$ cat src/rtl/mul_pkg.sv
// Shared types and constants for the sequential RV32M multiply unit.
// Op encoding follows funct3[1:0] of the M-extension multiply group.
package mul_pkg;

    localparam int XLEN     = 32;
    localparam int ADDER_W  = 32;
    localparam int MUL_ITER = 32;
    localparam int CNT_W    = 5;

    typedef enum logic [1:0] {
        OP_MUL    = 2'b00,
        OP_MULH   = 2'b01,
        OP_MULHSU = 2'b10,
        OP_MULHU  = 2'b11
    } mul_op_e;

    typedef enum logic [2:0] {
        ST_IDLE,
        ST_ABS_A,
        ST_ABS_B,
        ST_MUL,
        ST_NEG_LO,
        ST_NEG_HI,
        ST_DONE
    } mul_state_e;

endpackage

$ cat src/rtl/adder_32bit.sv
// Ripple-free behavioural adder with carry in/out.
// The multiply unit time-shares a single instance of it.
module adder_32bit #(
    parameter int WIDTH = 32
) (
    input  logic [WIDTH-1:0] a_i,
    input  logic [WIDTH-1:0] b_i,
    input  logic             c_i,
    output logic [WIDTH-1:0] s_o,
    output logic             c_o
);

    assign {c_o, s_o} = {1'b0, a_i} + {1'b0, b_i} + {{WIDTH{1'b0}}, c_i};

endmodule

$ cat src/rtl/mul_seq_ctrl.sv
// Sequential RV32M multiplier: abs-value, 32 shift-add steps, negate.
// One adder is shared across all phases via a state-selected operand mux.
module mul_seq_ctrl #(
    parameter int XLEN     = 32,
    parameter int MUL_ITER = 32
) (
    input  logic            clk_i,
    input  logic            rst_ni,
    input  logic            req_valid_i,
    output logic            req_ready_o,
    input  logic [1:0]      op_i,
    input  logic [XLEN-1:0] rs1_i,
    input  logic [XLEN-1:0] rs2_i,
    input  logic            flush_i,
    output logic            rsp_valid_o,
    input  logic            rsp_ready_i,
    output logic [XLEN-1:0] rsp_data_o,
    output logic            busy_o
);

    import mul_pkg::*;

    if (XLEN != ADDER_W || MUL_ITER != XLEN || MUL_ITER != mul_pkg::MUL_ITER) begin : g_cfg_err
        $error("mul_seq_ctrl: XLEN and MUL_ITER must match the adder width");
    end

    mul_state_e       state_q, state_d;
    mul_op_e          op_q;
    logic [XLEN-1:0]  mcand_q;
    logic [XLEN-1:0]  mplr_q;
    logic [XLEN-1:0]  hi_q;
    logic [CNT_W-1:0] cnt_q;
    logic             sgn_a_q, sgn_b_q, neg_q, cy_q;

    logic [XLEN-1:0]  add_a, add_b, add_s;
    logic             add_c;
    logic             accept;
    logic             sgn_a, sgn_b;
    mul_op_e          op_in;

    assign op_in = mul_op_e'(op_i);
    assign sgn_a = rs1_i[XLEN-1] & (op_in == OP_MULH || op_in == OP_MULHSU);
    assign sgn_b = rs2_i[XLEN-1] & (op_in == OP_MULH);

    assign req_ready_o = (state_q == ST_IDLE) & rst_ni & ~flush_i;
    assign accept      = req_valid_i & req_ready_o;
    assign busy_o      = (state_q != ST_IDLE);
    assign rsp_valid_o = (state_q == ST_DONE);
    // After NEG_LO the low product word lives in the multiplier register
    assign rsp_data_o  = (op_q == OP_MUL) ? mplr_q : hi_q;

    adder_32bit #(
        .WIDTH(XLEN)
    ) u_adder (
        .a_i(add_a),
        .b_i(add_b),
        .c_i(1'b0),
        .s_o(add_s),
        .c_o(add_c)
    );

    always_comb begin
        state_d = state_q;
        add_a   = hi_q;
        add_b   = '0;
        unique case (state_q)
            ST_IDLE: begin
                if (accept) state_d = ST_ABS_A;
            end
            ST_ABS_A: begin
                add_a   = sgn_a_q ? ~mcand_q : mcand_q;
                add_b   = {{(XLEN-1){1'b0}}, sgn_a_q};
                state_d = ST_ABS_B;
            end
            ST_ABS_B: begin
                add_a   = sgn_b_q ? ~mplr_q : mplr_q;
                add_b   = {{(XLEN-1){1'b0}}, sgn_b_q};
                state_d = ST_MUL;
            end
            ST_MUL: begin
                add_a = hi_q;
                add_b = mplr_q[0] ? mcand_q : '0;
                if (&cnt_q) state_d = ST_NEG_LO;
            end
            ST_NEG_LO: begin
                add_a   = neg_q ? ~mplr_q : mplr_q;
                add_b   = {{(XLEN-1){1'b0}}, neg_q};
                state_d = ST_NEG_HI;
            end
            ST_NEG_HI: begin
                add_a   = neg_q ? ~hi_q : hi_q;
                add_b   = {{(XLEN-1){1'b0}}, cy_q};
                state_d = ST_DONE;
            end
            ST_DONE: begin
                if (rsp_ready_i) state_d = ST_IDLE;
            end
            default: state_d = ST_IDLE;
        endcase
        if (flush_i) state_d = ST_IDLE;
    end

    always_ff @(posedge clk_i) begin
        if (!rst_ni) begin
            state_q <= ST_IDLE;
            op_q    <= OP_MUL;
            mcand_q <= '0;
            mplr_q  <= '0;
            hi_q    <= '0;
            cnt_q   <= '0;
            sgn_a_q <= 1'b0;
            sgn_b_q <= 1'b0;
            neg_q   <= 1'b0;
            cy_q    <= 1'b0;
        end else begin
            state_q <= state_d;
            unique case (state_q)
                ST_IDLE: begin
                    if (accept) begin
                        mcand_q <= rs1_i;
                        mplr_q  <= rs2_i;
                        op_q    <= op_in;
                        sgn_a_q <= sgn_a;
                        sgn_b_q <= sgn_b;
                        neg_q   <= sgn_a ^ sgn_b;
                        hi_q    <= '0;
                        cnt_q   <= '0;
                        cy_q    <= 1'b0;
                    end
                end
                ST_ABS_A: mcand_q <= add_s;
                ST_ABS_B: mplr_q  <= add_s;
                ST_MUL: begin
                    // {hi, mplr} shifts right by one with the new partial sum on top
                    hi_q   <= {add_c, add_s[XLEN-1:1]};
                    mplr_q <= {add_s[0], mplr_q[XLEN-1:1]};
                    cnt_q  <= cnt_q + 5'd1;
                end
                ST_NEG_LO: begin
                    mplr_q <= add_s;
                    cy_q   <= add_c & neg_q;
                end
                ST_NEG_HI: hi_q <= add_s;
                default: ;
            endcase
        end
    end

endmodule

$ cat config.mk
export PLATFORM = sky130hd
export DESIGN_NAME = mul_seq_ctrl
export DESIGN_NICKNAME = d
export VERILOG_FILES = /design/src/rtl/mul_pkg.sv /design/src/rtl/adder_32bit.sv /design/src/rtl/mul_seq_ctrl.sv
export SDC_FILE = /design/constraint.sdc
export NUM_CORES = 1
export LEC_CHECK = 0
export ABC_AREA = 0
export BUFFER_PORTS_ARGS = -buffer_cell sky130_fd_sc_hd__buf_2
export CORE_MARGIN = 4
export CORE_UTILIZATION = 31
export CTS_BUF_LIST = sky130_fd_sc_hd__clkbuf_8 sky130_fd_sc_hd__clkbuf_16
export DETAILED_ROUTE_END_ITERATION = 8
export SLEW_MARGIN = 20
export SYNTH_ARGS = -nofsm -noshare
export SYNTH_HDL_FRONTEND = slang
export SYNTH_SLANG_ARGS = --single-unit
$ cat constraint.sdc
create_clock -name clk_i -period 4.9 [get_ports clk_i]
set_input_delay 0.735 -clock clk_i [delete_from_list [all_inputs] [get_ports clk_i]]
set_output_delay 0.735 -clock clk_i [all_outputs]
set_load 0.03 [all_outputs]
==> results list, run 1 <==
- Clock latency on the worst-skew pair, taken at its later pin, is 0.37 ns.
- From left edge to right edge, the die measures 176 µm.
- Combinational logic is responsible for 19.3% of the overall power.
* Number of violations of the max-capacitance limit: 0
- The signal on the critical path passes through nor2b_1 -> nand2_1 -> nor2_2 -> buf_4 -> nor2_1 -> a21oi_1 -> nor3_1 -> fa_1 -> nand2b_1 -> a21oi_1 -> o21ai_2 -> o2111ai_2 -> nand2_1 -> a311oi_2 -> o31ai_1 -> a21o_1.
* Aggregate negative setup slack: 0 ns
- Initial antenna violation count: 0
- For this run, the detailed router's first-pass iteration total came to 6.
- Global routing consumed, over all layers together, 21.2% of the routing resources.
- Dividing the detail-routed wire length by the instance count gives 20.6 µm.
- met2 is the most crowded layer.
- Summed over all nets, the half-perimeter wirelength after detailed placement is 24300 µm.
- The flow ran to the end, and the final reports show no timing, DRC or antenna violations.
- Number of input and output port buffers inserted: 105
- Highest cell delay on the worst timing path: 0.54 ns
* Simple logic cell fraction of the synthesized area: 20.3%
- Summed over all instances, the cell type with the most area after synthesis is dfxtp_1.
- Synth cell count leaders: nand2_1, a21oi_1, dfxtp_1
* Synth cell types: 81
* Max Clock Skew: 0.0132 ns
- Via count: 9676
* Core Rows: 61
- Synth Area in Compound Gates: 34.4%
- Achievable frequency: 230 MHz
* Share of final-layout standard cells stronger than drive strength 1: 18.1%
* Area share of the largest cell type after synthesis: 25.2%
* Post-synth net total: 1300
* Most instantiated library cell after synthesis: nand2_1
- Of all nets on the critical path, the largest fanout is 21.
* First-pass GRT wire length: 52300 µm
* Pint: 0.00149 W
- Dividing total power by cell area gives a power density of 216 nW/µm².
- For the worst setup path, the data arrival time is 4.62 ns.
- After detailed routing, the number of remaining DRC violations is 0.
* NumNets Final: 1373
- Of the post-synthesis cell area, the part taken by muxes is 4.81%.
- Clock edge transition at the registers on the reported setup and hold paths: 0.08 ns
* Cell types occupying the most area after synthesis: dfxtp_1, nand2_1, a21oi_1
- Global routing consumed, on the met1 layer, 30.6% of the routing resources.
* Startpoint kind of the worst setup timing path: flop
- Combinational family with the most area after synthesis: compound AO/OA/AOI/OAI gates
* I/O pin total: 106
- Number of warning messages in the yosys log: 0
- Avg Vias per Cell: 5.87
- RSZ-0062 raised after global routing: no
- The die covers 31000 µm².
- The clock tree synthesis step divided the H-tree into 3 levels.
- Setup violations remaining at the end of the flow were counted as 0.
* Number of routed nets with antenna violations: 0
- Mean instance size in the synthesized netlist: 7.33 µm²
* Number of synthesized flops with an enable pin: 0
* Area share of fa/ha/maj cells after synthesis: 5.24%
* Fill cell total of the finished layout: 2990
- Worst-Margin Slew: 1.21 ns
- Met2 track demand over resource in global routing: 32.6%
* Post-CTS setup buffer count: 0
* Max-slew violation count: 0
- The worst pin sits at a relative slew slack of 19.0%.
* Maximum buffer depth of the clock tree: 2
- Relative contribution of the clock network to total power: 36.6%
* CTS buffer count: 9
- Registers are responsible for 44.0% of the overall power.
- Once the floorplan was initialized, standard cells occupied 31.5% of the core.
- Data on the critical path is required at its endpoint by 5.17 ns.
* Clock tree from TritonCTS: yes
- Vias in the first global route: 9025
- Die outline height: 176 µm
- Total power for the finished layout comes to 0.00218 W.
- The hold violation count in the final report was 0.
* Clock sinks: 110
- Drt total wl: 34000 µm
- Overflow after GRT: 0
- Async SR Flop Fraction: 0%
* Type of the worst min-delay path: flop to flop
* Slowest cell on crit path: a311oi_2
- Entering global routing, the biggest net connects 50 pins.
* Final clock period utilization by the worst path: 88.7%
- In this run, the number of DRC markers left after iteration 0 of detailed routing was 998.
- Cts hold-fix bufs: 0
* Layout overhead on the synthesized area: 15.5%
* Number of cells produced by synthesis: 1193
* Share of the synthesized netlist area taken by xor and xnor gates: 5.71%
- Endpoint type of the worst setup path: flop
- Routability-driven placement finished with a final weighted congestion of 0.973.
- Clock tree synthesis selected as its root buffer the cell clkbuf_16.
- After floorplanning, the core was sized to cover 27800 µm².
* Switch share: 31.7%
* Portion of the post-synthesis area used by sequential elements: 25.2%
* Mapped cell area: 8740 µm²
- The analysis attributes to cell leakage a power of 3.95 nW.
* Count of instances resized after the clock tree is built: 0
* Global routing usage on met3: 2.61%
* Most used DFF post-synth: dfxtp_1
- 0 antenna diodes ended up in the layout.
- Flops & latches, synth: 110
* Reported net switching power: 0.000690 W
* Worst ir drop on vdd: 190 µV
- Tmin final: 4.35 ns
- CP Class: flop to flop
==> state kept, by name, summed over array words and instances (netlist names) <==
| register | count |
|---|---|
| hi_q | 32 |
| mcand_q | 32 |
| mplr_q | 32 |
| cnt_q | 5 |
| state_q | 3 |
| op_q | 2 |
| cy_q | 1 |
| neg_q | 1 |
| sgn_a_q | 1 |
| sgn_b_q | 1 |
==> stage by stage <==
stage	cell area [µm²]	util (%)	setup slack, ns	hold WS, ns	std cells
final	10100	36.4	0.555	0.469	1649
after global routing	10100	36.4	0.349	0.502	1649
after CTS	10100	36.4	0.637	0.467	1649
after detailed placement	9790	35.3	0.663	0.456	1633
after global placement	9770	35.2	0.697	0.443	1632
after floorplan	8740	-	1.01	0.424	1193
==> power groups by stage <==
stage               logic, W  registers [W]  clock network [W]
floorplan           0.000271       0.000961                  0
finish              0.000422       0.000959           0.000798
global route        0.000453       0.000963           0.000836
CTS                 0.000416       0.000957           0.000810
detailed placement  0.000414       0.000978                  0
global placement    0.000409       0.000979                  0
==> cell usage in the layout (no fill, tap or decap), types with 7 or more instances in the layout <==
cell and instances:
buf_4 41, ha_1 35, nor2b_1 9, a31oi_1 9, nor3_1 10, xor2_1 8
clkbuf_16 9, inv_1 15, a21o_1 19, dfxtp_1 109, o221ai_1 11, o211ai_1 45
o22ai_1 10, a221oi_1 10, a21oi_1 117, nand3_1 17, o21a_1 9, buf_2 105
o21bai_1 7, nand2b_1 10, a22oi_1 45, o21ai_0 99, a222oi_1 11, and3_1 36
mux2_2 32, nor2_1 96, xnor2_1 49, nand2_1 178
==> area by class of cell <==
cell class | count | area [µm²] | share of cell area [%]
multi-input cells | 982 | 6200 | 61.3
repair buffers | 147 | 861 | 8.52
flip-flops and latches | 110 | 2200 | 21.8
clock buffers | 10 | 239 | 2.37
inverters | 16 | 60.1 | 0.595
clock inverters | 6 | 68.8 | 0.681
well taps | 378 | 473 | 4.68
==> critical path: cells and delay by family (launching register included) <==
kind,cells,cell delay [ns]
buffers and inverters,1,0.33
adder cells (fa/ha/maj),1,0.46
AND/OR/NAND/NOR,7,1.13
flip-flops,1,0.49
AO/OA/AOI/OAI,7,1.81
==> layer usage <==
metal / wire [µm] / vias up
met1: 15600 / 4626
met2: 14700 / 444
met3: 2700 / 69
li1: - / 4537
met4: 1050 / 0
met5: 0 / -
==> kinds of logic (layout without fill, tap and decap cells) <==
kind of cell             count (synthesis)  in the layout
AO/OA/AOI/OAI                          454            454
XOR/XNOR                                57             57
adder cells (fa/ha/maj)                 36             36
buffers and inverters                  101            179
flip-flops                             110            110
multiplexers                            38             38
AND/OR/NAND/NOR                        397            397
==> path summary, 6_finish.rpt <==
check | from | to | slack, ns | cells after the start
hold reg to reg | cnt_q[3] | cnt_q[3] | 0.47 | 1
hold / removal | cnt_q[3] | cnt_q[3] | 0.47 | 1
setup reg to reg | state_q[2] | hi_q[30] | 0.55 | 16
setup / recovery | state_q[2] | hi_q[30] | 0.55 | 16
Note: power is estimated with default switching activity, not from simulation.
==> run 2: changes to the inputs <==
--- a/config.mk
+++ b/config.mk
@@ -11,6 +11,7 @@
 export CORE_UTILIZATION = 31
 export CTS_BUF_LIST = sky130_fd_sc_hd__clkbuf_8 sky130_fd_sc_hd__clkbuf_16
 export DETAILED_ROUTE_END_ITERATION = 8
+export REMOVE_ABC_BUFFERS = 1
 export SLEW_MARGIN = 20
 export SYNTH_ARGS = -nofsm -noshare
 export SYNTH_HDL_FRONTEND = slang
==> results list, run 2 (same netlist as run 1, synthesis figures left out) <==
- For flop-to-flop paths, the worst setup slack is 0.49 ns.
- The die covers 31000 µm².
- In the final layout, the multi-input gates occupy 6200 µm².
- Registers take 2200 µm².
* Number of setup violations in the final report: 0
* Number of antenna cells inserted: 0
- Buffers inserted to repair hold after CTS numbered 0.
* Worst ir drop on vdd: 166 µV
- Clock-pin slew was measured on the worst setup and hold paths at 0.08 ns.
- Via count: 9616
- At the end of routability-driven placement, the weighted congestion stood at 0.976.
* Chip Width: 176 µm
- The critical path runs through a total of 19 cells.
- In this run the post-CTS setup repair buffer count came out at 0.
* R2r worst-path depth: 19
* Worst hold path startpoint: cnt_q[3]
* Worst-Margin Slew: 1.10 ns
* Max Clock Skew: 0.0101 ns
- Clock latency reported for the late side of the worst-skew pair: 0.37 ns
- Average wire per cell in the routed design: 21.0 µm
* Placed Cells incl. Taps: 1630
* Core Rows: 61
- Most common library cell in the layout ignoring fill and taps: nand2_1
- Layout overhead on the synthesized area: 15.0%
- In this run the tool buffered the top-level ports with 105 buffer cells.
- Final clock period utilization by the worst path: 89.9%
- Number of violations of the max-capacitance limit: 0
- Max transition margin: 26.4%
- First-pass iteration count of the detailed router: 8
* Crit path max fanout: 16
- Registers with the most flip-flops: hi_q: 32 flops, mcand_q: 32 flops, mplr_q: 32 flops
- The top cell types in the final layout, fill and taps aside, are nand2_1, a21oi_1, dfxtp_1, buf_2, o21ai_0.
- Aggregate negative setup slack: 0 ns
- STA puts the critical path data arrival time at 4.68 ns.
- Counting I/O delays and the setup requirement, the final critical path takes 4.41 ns.
* Static Leak: 3.91 nW
- At the worst endpoint, the required time is 5.17 ns.
* Post-route DRC: 0
- CTS buffer count: 9
* Number of routed nets with antenna violations: 0
- Final non-filler cell total: 1646
- End point of the worst hold path: cnt_q[3]
- The startpoint identified for the worst register-to-register timing path is state_q[1].
* HPWL reported at the end of detailed placement: 24100 µm
- The via count of the first global-routing pass is 9146.
* Clock sinks: 110
- Slowest cell on crit path: nor2_1
* Total routing usage reported by global routing: 21.7%
- Initial standard-cell utilization of the core: 31.5%
- Largest net degree at the start of global routing: 49
- FF-to-FF End: mplr_q[30]
- Maximum buffer depth of the clock tree: 2
* Clock Tree Root: clkbuf_16
* H-Tree Depth: 3
- For this run, the slowest stage of the critical path takes 0.57 ns.
- Endpoint type of the worst setup path: flop
- Achievable frequency: 227 MHz
- The cell family contributing the most delay on the critical path is compound AO/OA/AOI/OAI gates.
* Crit path cell chain: nor2_1 -> nor2_1 -> a21oi_1 -> a21oi_2 -> buf_4 -> nand2_1 -> o21ai_0 -> o211ai_1 -> ha_1 -> inv_1 -> fa_1 -> nand2b_1 -> a21oi_1 -> o21ai_2 -> o2111ai_2 -> nand2_1 -> a311oi_2 -> a21oi_1 -> a21o_1
- By instance count, the cell type seen most on the critical path is a21oi_1.
- The hold violation count in the final report was 0.
- RSZ-0062 raised after global routing: no
* Hold slack final: 0.465 ns
* Clock tree from TritonCTS: yes
- I/O pin total: 106
- For this design the ratio of total power to cell area is 213 nW/µm².
* Overflow after GRT: 0
- Along the worst hold path, the cell count comes to 1.
- Initial antenna violation count: 0
- Drt total wl: 34500 µm
- The worst setup path is launched from a flop.
- The final layout contains 1370 nets.
- Post-CTS repair changed the size of 0 cells.
* Max-slew violation count: 0
- The floorplan step set the die height to 176 µm.
- The worst setup path is of the flop to flop kind.
- The core region is 27800 µm².
- For this block, the initial DRC count from the detailed router was 958.
- Share of final-layout standard cells stronger than drive strength 1: 18.1%
- Counting both buffers and inverters, the worst setup path holds a total of 2.
- Counting the fill cells in the layout gives 2996.
* Run status: finished, final reports clean
- The tightest min-delay check is of the flop to flop type.
- First-pass GRT wire length: 53100 µm
* Avg Vias per Cell: 5.84
## run 2: changes by cell type in the layout (fill, tap and decap cells not counted), sizes merged
cell and delta:
bufinv -1, clkbuf +2, clkinv +2, inv -4, clkinvlp +1, buf -3
## run 2: cell type report
| cell class | instances | share of cell area, % |
|---|---|---|
| Inverter | 16 | 0.597 |
| Multi-Input combinational cell | 982 | 61.7 |
| Tap cell | 378 | 4.70 |
| Sequential cell | 110 | 21.9 |
| Clock inverter | 4 | 0.299 |
| Timing Repair Buffer | 144 | 8.14 |
| Clock buffer | 12 | 2.65 |
## run 2: where the power goes
| part | leakage (nW) | internal (W) | switching, W |
|---|---|---|---|
| registers | 0.892 | 0.000920 | 0.0000360 |
| clock network | 0.145 | 0.000389 | 0.000376 |
| logic | 2.88 | 0.000148 | 0.000269 |
| total | 3.91 | 0.00146 | 0.000681 |
## run 2: how the worst max path moves through the flow
stage,endpoint,start
final,mplr_q[30],state_q[1]
after detailed placement,hi_q[31],state_q[1]
after global routing,hi_q[30],state_q[1]
after global placement,hi_q[31],state_q[1]
after floorplan,hi_q[30],state_q[0]
after CTS,mplr_q[30],state_q[1]
## run 2: stage by stage
stage	power [W]	instance area (µm²)	util [%]	setup slack [ns]
final	0.00214	10100	36.2	0.495
after global routing	0.00222	10100	36.2	0.231
after CTS	0.00214	10100	36.2	0.630
after detailed placement	0.00139	9760	35.1	0.673
after global placement	0.00138	9760	35.1	0.707
after floorplan	0.00122	8420	-	-0.577
## run 2: per-layer routing
layer	vias up	share of wire [%]	GRT usage, %
met5	-	0	0
met4	0	2.3	6.63
met3	59	8.6	4.52
met2	477	45	34.8
met1	4544	44	29.5
li1	4536	-	-
